$ cat src/rtl/overload_feedback_monitor.sv
// Motor protection monitor: debounced phase-current overload detector and
// hall-sensor loss-of-feedback watchdog, both feeding the fault detector.
module overload_feedback_monitor #(
  parameter int CUR_W      = 12,
  parameter int OVL_COUNT  = 4,
  parameter int FB_TIMEOUT = 50000,
  parameter int TMR_W      = 16
) (
  input  logic             clk,
  input  logic             rst,
  input  logic             motor_en,
  input  logic [CUR_W-1:0] cur_sample,
  input  logic             cur_valid,
  input  logic [CUR_W-1:0] cur_limit,
  input  logic [2:0]       hall,
  output logic             current_overload,
  output logic             no_feedback,
  output logic             hall_edge
);

  localparam int CNT_W = $clog2(OVL_COUNT + 1);
  localparam logic [CNT_W-1:0] CNT_LAST = CNT_W'(OVL_COUNT - 1);
  localparam logic [TMR_W-1:0] TMR_LAST = TMR_W'(FB_TIMEOUT - 1);

  typedef enum logic {
    OVL_OK,
    OVL_TRIP
  } ovl_state_t;

  typedef enum logic [1:0] {
    FB_IDLE,
    FB_WATCH,
    FB_LOST
  } fb_state_t;

  // ---------------------------------------------------------------------------
  // Hall input synchronizer and edge detector
  // ---------------------------------------------------------------------------
  logic [2:0] hall_meta;
  logic [2:0] hall_sync;
  logic [2:0] hall_prev;
  logic       hall_bad;
  logic       hall_bad_d;

  // 000 and 111 can never be produced by a healthy three-sensor hall array.
  assign hall_bad = (hall_sync == 3'b000) || (hall_sync == 3'b111);

  // NOTE: sequential state is written with <= only, so every flop samples the
  // pre-edge value of its neighbours and the pipeline order is independent of
  // statement order.
  always_ff @(posedge clk) begin
    if (rst) begin
      hall_meta  <= 3'b000;
      hall_sync  <= 3'b000;
      hall_prev  <= 3'b000;
      hall_edge  <= 1'b0;
      hall_bad_d <= 1'b0;
    end else begin
      hall_meta  <= hall;
      hall_sync  <= hall_meta;
      hall_prev  <= hall_sync;
      hall_edge  <= (hall_sync != hall_prev) && !hall_bad;
      hall_bad_d <= hall_bad;
    end
  end

  // ---------------------------------------------------------------------------
  // Overcurrent debounce FSM
  // ---------------------------------------------------------------------------
  ovl_state_t       ovl_state;
  ovl_state_t       ovl_next;
  logic [CNT_W-1:0] ovl_cnt;
  logic [CNT_W-1:0] ovl_cnt_next;
  logic             over_limit;
  logic             run_sample;

  assign over_limit = cur_sample > cur_limit;

  // NOTE: every variable gets its default before any branch, so no path
  // through the block can leave it unassigned and infer a latch.
  always_comb begin
    ovl_next     = ovl_state;
    ovl_cnt_next = ovl_cnt;
    // A "run" sample is one that pushes toward the opposite state.
    run_sample   = (ovl_state == OVL_OK) ? over_limit : !over_limit;
    if (cur_valid) begin
      if (run_sample) begin
        if (ovl_cnt >= CNT_LAST) begin
          ovl_next     = (ovl_state == OVL_OK) ? OVL_TRIP : OVL_OK;
          ovl_cnt_next = '0;
        end else begin
          ovl_cnt_next = ovl_cnt + CNT_W'(1);
        end
      end else begin
        ovl_cnt_next = '0;
      end
    end
  end

  always_ff @(posedge clk) begin
    if (rst) begin
      ovl_state        <= OVL_OK;
      ovl_cnt          <= '0;
      current_overload <= 1'b0;
    end else begin
      ovl_state        <= ovl_next;
      ovl_cnt          <= ovl_cnt_next;
      current_overload <= (ovl_next == OVL_TRIP);
    end
  end

  // ---------------------------------------------------------------------------
  // Loss-of-feedback watchdog FSM
  // ---------------------------------------------------------------------------
  fb_state_t        fb_state;
  fb_state_t        fb_next;
  logic [TMR_W-1:0] fb_tmr;
  logic [TMR_W-1:0] fb_tmr_next;

  always_comb begin
    fb_next     = fb_state;
    fb_tmr_next = fb_tmr;
    unique case (fb_state)
      FB_IDLE: begin
        fb_tmr_next = '0;
        if (motor_en) fb_next = FB_WATCH;
      end
      FB_WATCH: begin
        if (!motor_en) begin
          fb_next     = FB_IDLE;
          fb_tmr_next = '0;
        end else if (hall_edge) begin
          fb_tmr_next = '0;
        end else if ((fb_tmr == TMR_LAST) || (hall_bad && hall_bad_d)) begin
          fb_next = FB_LOST;
        end else begin
          fb_tmr_next = fb_tmr + TMR_W'(1);
        end
      end
      FB_LOST: begin
        // Sticky until the drive is disabled; the timer is frozen for debug.
        if (!motor_en) begin
          fb_next     = FB_IDLE;
          fb_tmr_next = '0;
        end
      end
      default: begin
        fb_next     = FB_IDLE;
        fb_tmr_next = '0;
      end
    endcase
  end

  always_ff @(posedge clk) begin
    if (rst) begin
      fb_state    <= FB_IDLE;
      fb_tmr      <= '0;
      no_feedback <= 1'b0;
    end else begin
      fb_state    <= fb_next;
      fb_tmr      <= fb_tmr_next;
      no_feedback <= (fb_state == FB_LOST);
    end
  end

endmodule

$ cat config.mk
export PLATFORM = sky130hd
export DESIGN_NAME = overload_feedback_monitor
export DESIGN_NICKNAME = d
export VERILOG_FILES = /design/src/rtl/overload_feedback_monitor.sv
export SDC_FILE = /design/constraint.sdc
export NUM_CORES = 1
export LEC_CHECK = 0
export ABC_AREA = 0
export CAP_MARGIN = 5
export CORE_MARGIN = 5
export CORE_UTILIZATION = 30
export CTS_CLUSTER_DIAMETER = 200
export DETAILED_ROUTE_END_ITERATION = 16
export GPL_TIMING_DRIVEN = 0
export PLACE_DENSITY_LB_ADDON = 0.25
export SLEW_MARGIN = 20
export SYNTH_ARGS = -nofsm -noshare
export SYNTH_HDL_FRONTEND = slang
export SYNTH_SLANG_ARGS = --single-unit
$ cat constraint.sdc
create_clock -name clk -period 2.46 [get_ports clk]
set_input_delay 0.492 -clock clk [delete_from_list [all_inputs] [get_ports clk]]
set_output_delay 0.492 -clock clk [all_outputs]
set_load 0.05 [all_outputs]
==> run summary <==
Initial Utilization -> 0.313
Peak VDD IR -> 285 uV
Post-Syn Area -> 1870 um2
Initial DRC count -> 31
Worst path depth -> 9
Syn Inst Count -> 212
Post-CTS Setup Inserts -> 0
CTS tree -> built
CP max stage cell -> clkdlybuf4s50_1
Dpl hpwl -> 2820 um
PortBufs -> 32
Worst setup endpoint -> ovl_cnt[2]$_SDFFE_PP0P_
Synthesized Nets -> 258
Drt pass-1 iters -> 4
Slew Viols, Final -> 0
Post-synth EDFFs -> 0
Vias per cell -> 4.75
Crit-path cells -> clkdlybuf4s50_1 -> inv_1 -> ha_1 -> nor2b_1 -> o211ai_1 -> a21oi_1 -> o311a_1 -> xor2_1 -> a32o_1
GRT met2 Usage -> 0.178
Syn. warnings -> 0
Critical path's largest stage delay -> 450 ps
Nets -> 297
WP buf/inv -> 2
Avg Cell Area, Syn -> 8.84 um2
Design Area, Final -> 2430 um2
# rows -> 28
Area grow syn2layout -> 29.4%
RSZ-0062 raised after global routing -> no
Total number of vias -> 1553
Commonest non-fill, non-tap cell in the layout -> dfxtp_1
CTS buffer count -> 5
Final GP Congestion -> 0.722
Seq/Total Area, Yosys -> 0.363
DRC -> 0
Crit path from -> cur_limit[1]
Cts repair resizes -> 0
PD cells -> 553 nW/um2
Initial antenna violation count -> 0
H-tree depth -> 2
WL/cell -> 11.3 um
Max_slew headroom -> 0.657
Critical Path Source Type -> primary input
Synth Register Bits -> 34
Latest clock arrival within the worst-skew pair -> 280 ps
Highest clock rate -> 456 MHz
Gr usage total -> 0.103
CTS root buf -> clkbuf_8
Hold Crit Class -> reg -> reg
Worst setup path category -> in -> reg
Deepest clock path buffer count -> 2
RR Startpoint -> fb_tmr[11]$_SDFFE_PP0P_
Vias in the first global route -> 1517
Critical Path End Type -> flop
Final hold vios -> 0
Final period util -> 0.891
Async set or reset register ratio after synthesis -> 0
GRT overflow -> 0
Global routing's busiest layer -> met2
Hold path cells -> 1
Core area -> 5990 um2
Max cap viols -> 0
Reg2Reg Setup Slack -> 630 ps
Status -> finished clean
Crit path arrival time -> 2370 ps
Setup Skew -> 6.93 ps
Most used DFF post-synth -> dfxtp_1
Distinct cell type count after synthesis -> 44
Hold-fix buffers, CTS -> 0
CTS Sinks -> 34
R2r endpoint -> fb_tmr[10]$_SDFFE_PP0P_
Final core occ -> 0.405
Die Area -> 7930 um2
Met1 Track Usage GR -> 0.121
Final setup violation count -> 0
Worst slew pin tran -> 512 ps
Die Wd -> 89.0 um
Layout Cells excl Fill -> 327
Chip Height -> 89.0 um
Layout cell share with drive strength beyond 1 -> 0.0833
Placed Area -> 2290 um2
Top Family by Delay on Critical Path -> compound AO/OA/AOI/OAI gates
Met3 Usage GRT -> 0.0323
Crit Path Max Fanout -> 3
FF-to-FF path depth -> 7
LEAKAGE -> 0.912 nW
Clock transition at path regs -> 70 ps
Final min period -> 2190 ps
Most frequent cells in the layout -> dfxtp_1, clkdlybuf4s50_1, nand2_1, nor2_1
Global-route wire length before repair -> 6450 um
Num ports -> 34
Routed Antenna Nets -> 0
Fin Hold WS -> 437 ps
Total routed wirelength -> 3710 um
Pwr Total -> 0.00134 W
Diode count -> 0
CP Data Required Time -> 2640 ps
Largest net degree at the start of global routing -> 13
Placed instance count -> 319
-- kinds of logic after synthesis --
family                     share of synthesized area
DFF                                            0.363
buffers and inverters                         0.0441
AOI/OAI and AO/OA                              0.110
xor gates and xnor gates                      0.0561
and+or+nand+nor                                0.326
adders and majority gates                      0.100
-- registers in the layout (all words and copies together), names as in the netlist --
| register | count |
|---|---|
| hall_edge | 1 |
| ovl_state | 1 |
| hall_prev | 3 |
| fb_tmr | 16 |
| hall_meta | 3 |
| ovl_cnt | 3 |
| no_feedback | 1 |
| hall_sync | 3 |
| fb_state | 2 |
| hall_bad_d | 1 |
-- report_power, final --
part / leakage (nW) / internal [W] / switching (W)
clock: 0.0683 / 0.000406 / 0.000213
sequential: 0.276 / 0.000562 / 0.00000951
combinational: 0.568 / 0.0000843 / 0.0000682
-- Yosys cell counts, drive strengths merged (2+ instances only) --
cell / number / area [um2]
nand3: 6 / 42.5
nor4b: 2 / 23.8
dfxtp: 34 / 681
or3: 5 / 31.3
xor2: 4 / 35.0
and3: 2 / 17.5
o21ai: 9 / 56.3
a21oi: 12 / 60.1
xnor2: 8 / 70.1
nand4: 7 / 50.1
a32o: 3 / 30.0
ha: 15 / 188
inv: 15 / 56.3
clkbuf: 4 / 15.0
nor2: 20 / 75.1
nor4bb: 2 / 26.3
nor4: 2 / 25.0
nor3: 6 / 50.1
nand2b: 2 / 12.5
nor3b: 5 / 37.5
nor2b: 15 / 93.8
nand2: 20 / 75.1
-- layout make-up --
cell class	count	area [um2]
buffer	5	26.3
multi-input combinational	158	1110
inverter	15	56.3
clock inverter	3	68.8
fill	601	3560
clock buffer	5	68.8
sequential	34	681
timing repair buffer	32	320
tap	75	93.8
-- metal layers --
metal  routed length [um]  up-vias  part of all wire
met3                  200        6             0.054
met1                 1750      703              0.47
met2                 1700       27              0.46
met4                   58        0             0.016
li1                     -      817                 -
met5                    0        -                 0
-- worst reg2reg max path: stages (launching register included) --
cell and delay [ps]:
dfxtp_1 360, nor4b_1 440, nand4_2 250, nand3_4 230, buf_6 180, nor3_2 60, xnor2_1 150, nor2_1 50
-- through the flow --
stage	worst slack, ps	TNS [ps]
finish	268	0
global route	195	0
CTS	256	0
detailed placement	-51.2	-149
global placement	-43.0	-125
floorplan	487	0
-- worst min-delay path by stage --
stage	start	endpoint	slack [ps]
finish	hall_meta[0]$_SDFF_PP0_	hall_sync[0]$_SDFF_PP0_	440
global route	hall_meta[1]$_SDFF_PP0_	hall_sync[1]$_SDFF_PP0_	460
CTS	hall_meta[0]$_SDFF_PP0_	hall_sync[0]$_SDFF_PP0_	440
detailed placement	hall_meta[0]$_SDFF_PP0_	hall_sync[0]$_SDFF_PP0_	420
global placement	hall_meta[2]$_SDFF_PP0_	hall_sync[2]$_SDFF_PP0_	420
floorplan	hall_meta[0]$_SDFF_PP0_	hall_sync[0]$_SDFF_PP0_	410
(Power assumes the default switching activity.)
